File: config.mk
export PLATFORM = sky130hd
export DESIGN_NAME = dht_sensor_reader
export DESIGN_NICKNAME = d
export VERILOG_FILES = /design/src/rtl/dht_sensor_reader.sv
export SDC_FILE = /design/constraint.sdc
export NUM_CORES = 1
export LEC_CHECK = 0
export ABC_CLOCK_PERIOD_IN_PS = 4500
export CELL_PAD_IN_SITES_DETAIL_PLACEMENT = 1
export CELL_PAD_IN_SITES_GLOBAL_PLACEMENT = 1
export CORE_AREA = 4 4 166 168
export DETAILED_ROUTE_END_ITERATION = 6
export DIE_AREA = 0 0 170 172
export PLACE_DENSITY_LB_ADDON = 0.1
export SLEW_MARGIN = 40
export SYNTH_ARGS = -nofsm -noshare
export SYNTH_HDL_FRONTEND = slang
export SYNTH_SLANG_ARGS = --single-unit
File: constraint.sdc
create_clock -name clk -period 4.5 [get_ports clk]
set_input_delay 0.9 -clock clk [delete_from_list [all_inputs] [get_ports clk]]
set_output_delay 0.9 -clock clk [all_outputs]
set_load 0.01 [all_outputs]
File: src/rtl/dht_sensor_reader.sv
// rtl/dht_sensor_reader.sv - single-wire DHT11/DHT22 reader with timeouts, checksum and auto-poll
// data_oe=1 means pull the pin low; the top level owns the open-drain buffer.
module dht_sensor_reader #(
   parameter int CLK_HZ        = 100_000_000,
   parameter int START11_US    = 18000,
   parameter int START22_US    = 1000,
   parameter int BIT_THRESH_US = 50,
   parameter int TIMEOUT_US    = 200,
   parameter int POLL_MS       = 0
) (
   input  logic        clk,
   input  logic        rst,
   input  logic        start,
   input  logic        mode,
   input  logic        data_in,
   output logic        data_oe,
   output logic        busy,
   output logic        valid,
   output logic        err,
   output logic [1:0]  err_code,
   output logic [15:0] hum,
   output logic [15:0] temp,
   output logic [39:0] raw
);
   localparam logic [31:0] START11_C = 32'(64'(START11_US) * 64'(CLK_HZ) / 64'd1_000_000);
   localparam logic [31:0] START22_C = 32'(64'(START22_US) * 64'(CLK_HZ) / 64'd1_000_000);
   localparam logic [31:0] THRESH_C  = 32'(64'(BIT_THRESH_US) * 64'(CLK_HZ) / 64'd1_000_000);
   localparam logic [31:0] TIMEOUT_C = 32'(64'(TIMEOUT_US) * 64'(CLK_HZ) / 64'd1_000_000);
   localparam logic [31:0] POLL_C    = 32'(64'(POLL_MS) * 64'(CLK_HZ) / 64'd1_000);
   // The synchroniser still shows the host's own low drive for a couple of cycles after release.
   localparam logic [31:0] SYNC_SETTLE = 32'd4;

   typedef enum logic [2:0] {
      IDLE, START_LOW, WAIT_RESP, RESP_LOW, RESP_HIGH, BIT_LOW, BIT_HIGH, CHECK
   } state_t;

   state_t      state, state_next;
   logic        sync1, sync2, sync3;
   logic        rise, fall;
   logic [31:0] cnt, poll_cnt;
   logic [39:0] shreg;
   logic [5:0]  idx;
   logic        mode_r;
   logic        poll_tick, launch, timeout, bit_val;
   logic        fail;
   logic [1:0]  fail_code;
   logic [7:0]  b0, b1, b2, b3, b4, csum;
   logic        csum_ok;
   logic [15:0] hum_calc, temp_calc, mag;

   assign rise      = sync2 & ~sync3;
   assign fall      = ~sync2 & sync3;
   assign timeout   = (cnt == TIMEOUT_C - 32'd1);
   assign poll_tick = (POLL_C != 32'd0) && (poll_cnt == POLL_C - 32'd1);
   assign launch    = start | poll_tick;
   assign bit_val   = (cnt > THRESH_C);

   always_comb begin
      b0      = shreg[39:32];
      b1      = shreg[31:24];
      b2      = shreg[23:16];
      b3      = shreg[15:8];
      b4      = shreg[7:0];
      csum    = b0 + b1 + b2 + b3;
      csum_ok = (csum == b4);
      if (mode_r) begin
         hum_calc  = {b0, b1};
         mag       = {1'b0, b2[6:0], b3};
         temp_calc = b2[7] ? -mag : mag;
      end else begin
         hum_calc  = {8'd0, b0} * 16'd10 + {8'd0, b1};
         mag       = {8'd0, b2} * 16'd10 + {9'd0, b3[6:0]};
         temp_calc = b3[7] ? -mag : mag;
      end
   end

   always_ff @(posedge clk) begin
      if (rst) state <= IDLE;
      else     state <= state_next;
   end

   always_comb begin
      state_next = state;
      fail       = 1'b0;
      fail_code  = 2'd0;
      case (state)
         IDLE:      if (launch) state_next = START_LOW;
         START_LOW: if (cnt == (mode_r ? START22_C : START11_C) - 32'd1) state_next = WAIT_RESP;
         WAIT_RESP: begin
            if (!sync2 && cnt >= SYNC_SETTLE) state_next = RESP_LOW;
            else if (timeout) begin fail = 1'b1; fail_code = 2'd1; end
         end
         RESP_LOW: begin
            if (rise) state_next = RESP_HIGH;
            else if (timeout) begin fail = 1'b1; fail_code = 2'd2; end
         end
         RESP_HIGH: begin
            if (fall) state_next = BIT_LOW;
            else if (timeout) begin fail = 1'b1; fail_code = 2'd2; end
         end
         BIT_LOW: begin
            if (rise) state_next = BIT_HIGH;
            else if (timeout) begin fail = 1'b1; fail_code = 2'd2; end
         end
         BIT_HIGH: begin
            if (fall) state_next = (idx == 6'd39) ? CHECK : BIT_LOW;
            else if (timeout) begin fail = 1'b1; fail_code = 2'd2; end
         end
         CHECK:   state_next = IDLE;
         default: state_next = IDLE;
      endcase
      if (fail) state_next = IDLE;
   end

   always_comb begin
      data_oe = (state == START_LOW);
      busy    = (state != IDLE);
   end

   always_ff @(posedge clk) begin
      if (rst) begin
         sync1    <= 1'b1;
         sync2    <= 1'b1;
         sync3    <= 1'b1;
         cnt      <= '0;
         poll_cnt <= '0;
         shreg    <= '0;
         idx      <= '0;
         mode_r   <= 1'b0;
         valid    <= 1'b0;
         err      <= 1'b0;
         err_code <= 2'd0;
         hum      <= '0;
         temp     <= '0;
         raw      <= '0;
      end else begin
         sync1    <= data_in;
         sync2    <= sync1;
         sync3    <= sync2;
         cnt      <= (state_next != state) ? 32'd0 : cnt + 32'd1;
         poll_cnt <= (state == IDLE && POLL_C != 32'd0) ? poll_cnt + 32'd1 : 32'd0;
         valid    <= 1'b0;
         err      <= 1'b0;
         if (state == IDLE && launch) mode_r <= mode;
         if (state == RESP_HIGH && fall) idx <= 6'd0;
         if (state == BIT_HIGH && fall) begin
            shreg <= {shreg[38:0], bit_val};
            idx   <= idx + 6'd1;
         end
         if (fail) begin
            err      <= 1'b1;
            err_code <= fail_code;
         end
         if (state == CHECK) begin
            if (csum_ok) begin
               valid    <= 1'b1;
               err_code <= 2'd0;
               raw      <= shreg;
               hum      <= hum_calc;
               temp     <= temp_calc;
            end else begin
               err      <= 1'b1;
               err_code <= 2'd3;
            end
         end
      end
   end
endmodule

==> results_tabular.tex, run 1 <==
\begin{tabular}{lr}
\hline
Metric & Value \\
\hline
\multicolumn{2}{l}{\textbf{Timing}} \\
Number of hold violations in the final report & 0 \\
Worst Max-Slew Pin Slew & 0.782 ns \\
Final max-slew violation count & 0 \\
Setup\_tns & 0 ns \\
Worst rel slew slack & 0.473 \\
Post-route fraction of the period consumed by the critical path & 0.937 \\
Hold Slack & 0.417 ns \\
Setup repair after global routing missed its margin & false \\
Final setup slack of the worst path & 0.283 ns \\
Upper clock frequency limit & 0.237 GHz \\
Final worst path period need & 4.22 ns \\
Worst clock skew & 0.0171 ns \\
Final setup viols & 0 \\
\multicolumn{2}{l}{\textbf{Synthesis}} \\
Share of synthesized area occupied by flip-flops and latches & 0.353 \\
Avg Synthesized Cell Area & 7.93 um2 \\
Cell count after synthesis & 1139 \\
Count of flip-flops with a built-in enable after synthesis & 0 \\
Synth Net Count & 1211 \\
Async set-or-reset flop fraction in the synthesized netlist & 0 \\
Flip-flop and latch count after synthesis & 159 \\
Count of warnings emitted by yosys & 0 \\
Primary flip-flop cell chosen by synthesis mapping & sky130\_fd\_sc\_hd\_\_dfxtp\_1 \\
Netlist area before placement & 9030 um2 \\
Distinct cells, synth & 67 \\
\multicolumn{2}{l}{\textbf{Run status}} \\
Result of the run & finished, final reports clean \\
\multicolumn{2}{l}{\textbf{CTS}} \\
Root buffer cell & sky130\_fd\_sc\_hd\_\_clkbuf\_16 \\
\# H-tree levels & 4 \\
CTS tree & yes \\
Clock transition at the register clock pins on the worst setup and hold paths after CTS & 0.07 ns \\
Total clock sinks & 159 \\
TritonCTS Buffers & 17 \\
Later-pin clock latency in the skew report & 0.44 ns \\
Longest Clk Path Bufs & 2 \\
\# Post-CTS Setup Buffers & 0 \\
Post-CTS Hold Buffers & 0 \\
\multicolumn{2}{l}{\textbf{Power}} \\
Leak Pwr & 4.15 nW \\
Worst vdd ir & 0.000216 V \\
PD cells & 273 nW/um2 \\
Total power & 2.97 mW \\
\multicolumn{2}{l}{\textbf{Global routing}} \\
Vias in the first global route & 8226 \\
Pin count of the biggest net entering global routing & 62 \\
Global-route wire length before repair & 45600 um \\
Sum of overflow across all layers after global routing & 0 \\
Antenna violations before repair & 0 \\
Total global-route track usage & 0.195 \\
\multicolumn{2}{l}{\textbf{Detailed routing}} \\
Detail-routed net length per standard cell & 18.0 um \\
First-iteration detailed-routing DRC count & 436 \\
ANT nets after route & 0 \\
Aggregate routed wire length & 28000 um \\
Via-to-Cell Ratio & 5.22 \\
Number of iterations in the first detailed-routing pass & 5 \\
DRC violations left & 0 \\
Via Count & 8150 \\
\multicolumn{2}{l}{\textbf{Die}} \\
Die span in x & 170 um \\
Placeable core area & 25900 um2 \\
Vertical die dimension & 172 um \\
FP Rows & 59 \\
Die area & 29200 um2 \\
Initial core utilization & 0.348 \\
Number of ports placed on the die boundary & 83 \\
\multicolumn{2}{l}{\textbf{Setup path}} \\
Worst Setup Path Type & reg -> reg \\
Startpoint type of the worst setup path & flop \\
Delay of the slowest critical-path stage & 0.62 ns \\
Endpoint type of the worst setup path & flop \\
CP cell instances & inv\_1 > fa\_1 > fa\_1 > inv\_1 > ha\_1 > o21ai\_0 > a21oi\_1 > or3\_4 > and2\_1 > or4\_2 > buf\_4 > nand2\_1 > a21oi\_1 \\
Critical Path Slowest Stage Cell & sky130\_fd\_sc\_hd\_\_or4\_2 \\
Arrival time worst endpoint & 4.51 ns \\
Required time of the critical path & 4.79 ns \\
Worst-path fanout max & 36 \\
\multicolumn{2}{l}{\textbf{Hold path}} \\
Worst Hold Class & reg -> reg \\
\multicolumn{2}{l}{\textbf{Finish}} \\
Area added between synthesis and finish & 20.6\% \\
Area taken by flip-flops and latches & 3180 um2 \\
\# diodes & 0 \\
Nets@finish & 1284 \\
Multi-input gate area & 5400 um2 \\
Number of fillers in the final layout & 3101 \\
Fraction of final layout cells sized beyond drive strength 1 & 0.0759 \\
\multicolumn{2}{l}{\textbf{Placed design}} \\
Placer congestion estimate & 0.826 \\
Worst setup timing slack at the placement stage & 0.180 ns \\
Number of buffers added on ports & 82 \\
HPWL after detailed placement & 20400 um \\
\multicolumn{2}{l}{\textbf{Flow run}} \\
Number of maximum-capacitance violations & 0 \\
\hline
\end{tabular}
path summary, 6_finish.rpt:
kind,from,endpoint,slack [ns],depth (start not counted)
max,shreg[20]$_SDFFE_PP0P_,raw[35]$_SDFFE_PP0P_,0.28,13
min,sync1$_SDFF_PP1_,sync2$_SDFF_PP1_,0.42,1
max reg2reg,shreg[20]$_SDFFE_PP0P_,raw[35]$_SDFFE_PP0P_,0.28,13
min reg2reg,sync1$_SDFF_PP1_,sync2$_SDFF_PP1_,0.42,1
Yosys cell counts, drive strengths merged (19+ instances only):
master	instances	area share
a21oi	126	0.070
clkbuf	50	0.021
dfxtp	159	0.35
ha	49	0.068
inv	49	0.020
nand2	226	0.094
nand3	32	0.018
nor2	86	0.036
nor3	19	0.011
o21ai	45	0.025
xnor2	44	0.043
xor2	42	0.041
metal layers:
| layer | GRT usage | up-vias | routed length, um |
|---|---|---|---|
| met5 | 0 | - | 0 |
| met4 | 0.0406 | 0 | 274 |
| met3 | 0.0299 | 21 | 1030 |
| met2 | 0.314 | 122 | 12600 |
| met1 | 0.280 | 3966 | 14100 |
| li1 | - | 4041 | - |
through the flow:
| step | instance area, um2 | cells | utilization |
|---|---|---|---|
| finish | 10900 | 1560 | 0.420 |
| CTS | 10900 | 1560 | 0.420 |
| global placement | 10300 | 1528 | 0.397 |
| detailed placement | 10300 | 1528 | 0.397 |
| global route | 10900 | 1560 | 0.420 |
| floorplan | 9030 | 1139 | - |
where the power goes:
| group | internal [mW] | switching, mW | leakage [nW] |
|---|---|---|---|
| registers | 1.41 | 0.00738 | 1.28 |
| clock network | 0.774 | 0.700 | 0.294 |
| logic | 0.0202 | 0.0566 | 2.58 |
worst max-delay path, delay by kind of cell (launching register included):
kind	cells	cell delay [ns]
DFF	1	0.49
buffers and inverters	3	0.48
AOI/OAI and AO/OA	3	0.36
and+or+nand+nor	4	1.35
adders and majority gates	3	1.35
final cells by class:
| type | count | share of cell area |
|---|---|---|
| multi-input combinational | 865 | 0.496 |
| sequential | 159 | 0.292 |
| inverter | 49 | 0.0169 |
| tap | 335 | 0.0385 |
| timing repair buffer | 120 | 0.102 |
| clock buffer | 19 | 0.0416 |
| clock inverter | 13 | 0.0125 |
flip-flops by register name, summed over array words and instances, names as in the netlist, 2 cells and up:
signal and count:
cnt 32, err_code 2, hum 16, idx 6, raw 38, shreg 40, state 3, temp 16
cell families (layout without fill, tap and decap cells):
group	Yosys count	in the layout	synth area share
AND/OR/NAND/NOR	454	454	0.228
flip-flops	159	159	0.353
buffers and inverters	115	201	0.0504
multiplexers	3	3	0.00346
adder cells (fa/ha/maj)	67	67	0.108
XOR/XNOR	86	86	0.0834
AO/OA/AOI/OAI	255	255	0.174
timing repair:
action / 4_1_cts / 5_1_grt
setup endpoints to repair: 0 / 36
resized for setup: 0 / 1
endpoints found under the hold margin: 0 / 0
cell usage in the layout (no fill, tap or decap), types with 4 or more instances in the layout:
| cell type | Yosys | layout |
|---|---|---|
| sky130_fd_sc_hd__nand2b_1 | 6 | 6 |
| sky130_fd_sc_hd__xnor2_1 | 44 | 44 |
| sky130_fd_sc_hd__nor4_1 | 13 | 13 |
| sky130_fd_sc_hd__clkbuf_16 | 0 | 17 |
| sky130_fd_sc_hd__a21o_1 | 11 | 11 |
| sky130_fd_sc_hd__nand4_1 | 11 | 11 |
| sky130_fd_sc_hd__inv_1 | 49 | 49 |
| sky130_fd_sc_hd__fa_1 | 18 | 18 |
| sky130_fd_sc_hd__a211oi_1 | 9 | 9 |
| sky130_fd_sc_hd__or3_1 | 5 | 5 |
| sky130_fd_sc_hd__nor2b_1 | 8 | 8 |
| sky130_fd_sc_hd__inv_8 | 0 | 6 |
| sky130_fd_sc_hd__o21ai_0 | 45 | 45 |
| sky130_fd_sc_hd__inv_6 | 0 | 5 |
| sky130_fd_sc_hd__xor2_1 | 42 | 42 |
| sky130_fd_sc_hd__and3_1 | 11 | 11 |
| sky130_fd_sc_hd__nor2_1 | 86 | 85 |
| sky130_fd_sc_hd__buf_4 | 2 | 38 |
| sky130_fd_sc_hd__o32ai_1 | 4 | 4 |
| sky130_fd_sc_hd__clkdlybuf4s50_1 | 0 | 81 |
| sky130_fd_sc_hd__dfxtp_1 | 159 | 158 |
| sky130_fd_sc_hd__or2_2 | 8 | 8 |
| sky130_fd_sc_hd__a31oi_1 | 5 | 5 |
| sky130_fd_sc_hd__nor3_1 | 19 | 18 |
| sky130_fd_sc_hd__ha_1 | 49 | 49 |
| sky130_fd_sc_hd__and4_1 | 4 | 4 |
| sky130_fd_sc_hd__nand2_1 | 226 | 226 |
| sky130_fd_sc_hd__o21a_1 | 4 | 4 |
| sky130_fd_sc_hd__o211ai_1 | 12 | 12 |
| sky130_fd_sc_hd__o31ai_1 | 7 | 7 |
| sky130_fd_sc_hd__a21oi_1 | 126 | 126 |
| sky130_fd_sc_hd__nand3_1 | 32 | 32 |
Note: power is estimated with default switching activity, not from simulation.
==> run 2, diff against run 1 <==
--- a/config.mk
+++ b/config.mk
@@ -16,3 +16,4 @@
 export SYNTH_ARGS = -nofsm -noshare
 export SYNTH_HDL_FRONTEND = slang
 export SYNTH_SLANG_ARGS = --single-unit
+export TNS_END_PERCENT = 20
==> results of run 2 <==
Same layout as run 1: the final DEF is identical, and so are final timing and power.
==> run 3, diff against run 2 <==
--- a/config.mk
+++ b/config.mk
@@ -11,7 +11,7 @@
 export CORE_AREA = 4 4 166 168
 export DETAILED_ROUTE_END_ITERATION = 6
 export DIE_AREA = 0 0 170 172
-export PLACE_DENSITY_LB_ADDON = 0.1
+export PLACE_DENSITY = 0.74
 export SLEW_MARGIN = 40
 export SYNTH_ARGS = -nofsm -noshare
 export SYNTH_HDL_FRONTEND = slang
==> results_tabular.tex, run 3 (synthesis gave the netlist of run 1 again) <==
\begin{tabular}{lr}
\hline
Metric & Value \\
\hline
\multicolumn{2}{l}{\textbf{Run status}} \\
Result of the run & finished, final reports clean \\
\multicolumn{2}{l}{\textbf{Placed design}} \\
Placer congestion estimate & 0.821 (-0.61\%) \\
Instance area after placement & 10300 um2 (about the same) \\
Placed Instances & 1529 (+0.065\%) \\
Worst setup timing slack at the placement stage & 0.193 ns (+0.0130 ns) \\
Number of buffers added on ports & 82 (unchanged) \\
HPWL after detailed placement & 19700 um (-3.1\%) \\
\multicolumn{2}{l}{\textbf{Timing}} \\
Hold Slack & 0.417 ns (-0.000157 ns) \\
Final setup slack of the worst path & 0.302 ns (+0.0186 ns) \\
Setup\_tns & 0 ns (unchanged) \\
Worst clock skew & 0.0184 ns (+0.00139 ns) \\
Number of hold violations in the final report & 0 (unchanged) \\
Post-route fraction of the period consumed by the critical path & 0.933 (-0.00413) \\
Setup repair after global routing missed its margin & false \\
Worst rel slew slack & 0.529 (+0.0561) \\
Final setup viols & 0 (unchanged) \\
Worst Max-Slew Pin Slew & 0.705 ns (-0.0766 ns) \\
Final worst path period need & 4.20 ns (-0.0186 ns) \\
Upper clock frequency limit & 0.238 GHz (+0.44\%) \\
Final max-slew violation count & 0 (unchanged) \\
\multicolumn{2}{l}{\textbf{Detailed routing}} \\
Aggregate routed wire length & 27400 um (-2.0\%) \\
ANT nets after route & 0 (unchanged) \\
Detail-routed net length per standard cell & 17.6 um (-2.1\%) \\
Via Count & 8227 (+0.94\%) \\
Number of iterations in the first detailed-routing pass & 4 (-1) \\
DRC violations left & 0 (unchanged) \\
Via-to-Cell Ratio & 5.27 (+0.88\%) \\
First-iteration detailed-routing DRC count & 454 (+4.1\%) \\
\multicolumn{2}{l}{\textbf{Finish}} \\
Largest registers ranked by flip-flop count & shreg: 40 flops, raw: 38 flops, cnt: 32 flops \\
Count of non-filler cells in the finished layout & 1561 (+0.064\%) \\
Number of fillers in the final layout & 3111 (+0.32\%) \\
Post-route design area & 10900 um2 (-0.22\%) \\
Commonest non-fill, non-tap cell in the layout & sky130\_fd\_sc\_hd\_\_nand2\_1 \\
Fraction of final layout cells sized beyond drive strength 1 & 0.0750 (-0.000878) \\
Register bank with the most flops & shreg \\
Largest register FFs & 40 (unchanged) \\
\# diodes & 0 (unchanged) \\
Nets@finish & 1285 (+0.078\%) \\
Area added between synthesis and finish & 20.4\% \\
Commonest cells after routing, fill and taps aside & sky130\_fd\_sc\_hd\_\_nand2\_1 (226), sky130\_fd\_sc\_hd\_\_dfxtp\_1 (159), sky130\_fd\_sc\_hd\_\_a21oi\_1 (126), sky130\_fd\_sc\_hd\_\_nor2\_1 (85), sky130\_fd\_sc\_hd\_\_clkdlybuf4s50\_1 (81) \\
\multicolumn{2}{l}{\textbf{CTS}} \\
\# H-tree levels & 4 (unchanged) \\
Post-CTS Hold Buffers & 0 (unchanged) \\
\# Post-CTS Setup Buffers & 0 (unchanged) \\
CTS tree & yes \\
Clock transition at the register clock pins on the worst setup and hold paths after CTS & 0.07 ns (about the same) \\
Total clock sinks & 159 (unchanged) \\
Longest Clk Path Bufs & 2 (unchanged) \\
Later-pin clock latency in the skew report & 0.43 ns (about the same) \\
Root buffer cell & sky130\_fd\_sc\_hd\_\_clkbuf\_16 \\
TritonCTS Buffers & 17 (unchanged) \\
\multicolumn{2}{l}{\textbf{Global routing}} \\
Pin count of the biggest net entering global routing & 63 (+1.6\%) \\
Total global-route track usage & 0.190 (-0.00505) \\
Vias in the first global route & 8585 (+4.4\%) \\
Antenna violations before repair & 0 (unchanged) \\
Global-route wire length before repair & 45000 um (-1.2\%) \\
Sum of overflow across all layers after global routing & 0 (unchanged) \\
\multicolumn{2}{l}{\textbf{Setup path}} \\
Arrival time worst endpoint & 4.49 ns (-0.02 ns) \\
Worst Setup Path Type & reg -> reg \\
Top delay family on crit path & simple AND/OR/NAND/NOR gates \\
Startpoint type of the worst setup path & flop \\
Cell repeated most along the worst path & sky130\_fd\_sc\_hd\_\_fa\_1 \\
Worst-path fanout max & 41 (+14\%) \\
Number of buffer and inverter instances along the worst setup path & 2 (-1) \\
Critical Path Slowest Stage Cell & sky130\_fd\_sc\_hd\_\_or4\_2 \\
Endpoint type of the worst setup path & flop \\
Delay of the slowest critical-path stage & 0.65 ns (+0.03 ns) \\
CP cell instances & fa\_1 > fa\_1 > ha\_1 > inv\_1 > fa\_1 > nor2b\_1 > o21ai\_1 > a21oi\_1 > or3\_4 > and2\_1 > or4\_2 > buf\_4 > nand2\_1 > a21oi\_1 \\
Required time of the critical path & 4.79 ns (about the same) \\
\multicolumn{2}{l}{\textbf{Power}} \\
Sw frac & 0.241 (-0.0165) \\
Internal Pwr Total & 2.22 mW (+0.76\%) \\
Worst vdd ir & 0.000216 V (about the same) \\
Sequential share of power & 0.485 (+0.007) \\
Proportion of power drawn by the clock network & 0.489 (-0.008) \\
Power dissipated by switching net loads & 0.705 mW (-7.8\%) \\
PD cells & 269 nW/um2 (-1.2\%) \\
Combinational share of power & 0.026 (about the same) \\
Leak Pwr & 4.14 nW (-0.25\%) \\
\multicolumn{2}{l}{\textbf{Die}} \\
Die area & 29200 um2 (unchanged) \\
FP Rows & 59 (unchanged) \\
Die span in x & 170 um (unchanged) \\
Number of ports placed on the die boundary & 83 (unchanged) \\
Vertical die dimension & 172 um (unchanged) \\
Placeable core area & 25900 um2 (unchanged) \\
Initial core utilization & 0.348 (unchanged) \\
\multicolumn{2}{l}{\textbf{Flow run}} \\
Number of maximum-capacitance violations & 0 (unchanged) \\
\multicolumn{2}{l}{\textbf{Hold path}} \\
Worst Hold Class & reg -> reg \\
\hline
\end{tabular}
-- run 3: what timing repair did --
item                                    CTS  global route
endpoints found under the setup margin    0            41
endpoints found under the hold margin     0             0
resized for setup                         0             1
-- run 3: stage by stage --
stage / utilization / power, mW
3_3_place_gp: 0.397 / 1.53
3_5_place_dp: 0.397 / 1.53
6_report: 0.419 / 2.93
5_1_grt: 0.419 / 3.03
4_1_cts: 0.419 / 2.96
2_1_floorplan: - / 1.50
-- run 3: final timing paths --
kind | startpoint | endpoint | slack, ns | depth (start not counted)
setup / recovery | shreg[9]$_SDFFE_PP0P_ | raw[27]$_SDFFE_PP0P_ | 0.30 | 14
hold / removal | sync1$_SDFF_PP1_ | sync2$_SDFF_PP1_ | 0.42 | 1
setup reg to reg | shreg[9]$_SDFFE_PP0P_ | raw[27]$_SDFFE_PP0P_ | 0.30 | 14
hold reg to reg | sync1$_SDFF_PP1_ | sync2$_SDFF_PP1_ | 0.42 | 1
-- run 3: cell type report --
cell class / count / area [um2] / share of cell area
Multi-Input combinational cell: 865 / 5400 / 0.497
Sequential cell: 159 / 3180 / 0.293
Timing Repair Buffer: 121 / 1110 / 0.102
Clock buffer: 19 / 443 / 0.0408
Tap cell: 335 / 419 / 0.0386
Inverter: 49 / 184 / 0.0169
Clock inverter: 13 / 129 / 0.0119
-- run 3: layer usage --
metal,up-vias,share of wire,GRT usage
li1,4040,-,-
met1,4016,0.47,0.253
met2,143,0.48,0.322
met3,28,0.037,0.0306
met4,0,0.016,0.0538
met5,-,0,0
-- run 3: power groups by stage --
stage          sequential (mW)  clock, mW  combinational (mW)
2_1_floorplan             1.45          0              0.0543
3_3_place_gp              1.45          0              0.0766
3_5_place_dp              1.45          0              0.0779
4_1_cts                   1.42       1.47              0.0783
5_1_grt                   1.42       1.53              0.0851
6_report                  1.42       1.43              0.0766
-- run 3: worst reg2reg max path: stages, from the launching register on --
cell	delay, ns
sky130_fd_sc_hd__dfxtp_1	0.34
sky130_fd_sc_hd__fa_1	0.59
sky130_fd_sc_hd__fa_1	0.43
sky130_fd_sc_hd__ha_1	0.22
sky130_fd_sc_hd__inv_1	0.07
sky130_fd_sc_hd__fa_1	0.20
sky130_fd_sc_hd__nor2b_1	0.06
sky130_fd_sc_hd__o21ai_1	0.22
sky130_fd_sc_hd__a21oi_1	0.13
sky130_fd_sc_hd__or3_4	0.44
sky130_fd_sc_hd__and2_1	0.19
sky130_fd_sc_hd__or4_2	0.65
sky130_fd_sc_hd__buf_4	0.33
sky130_fd_sc_hd__nand2_1	0.15
sky130_fd_sc_hd__a21oi_1	0.06
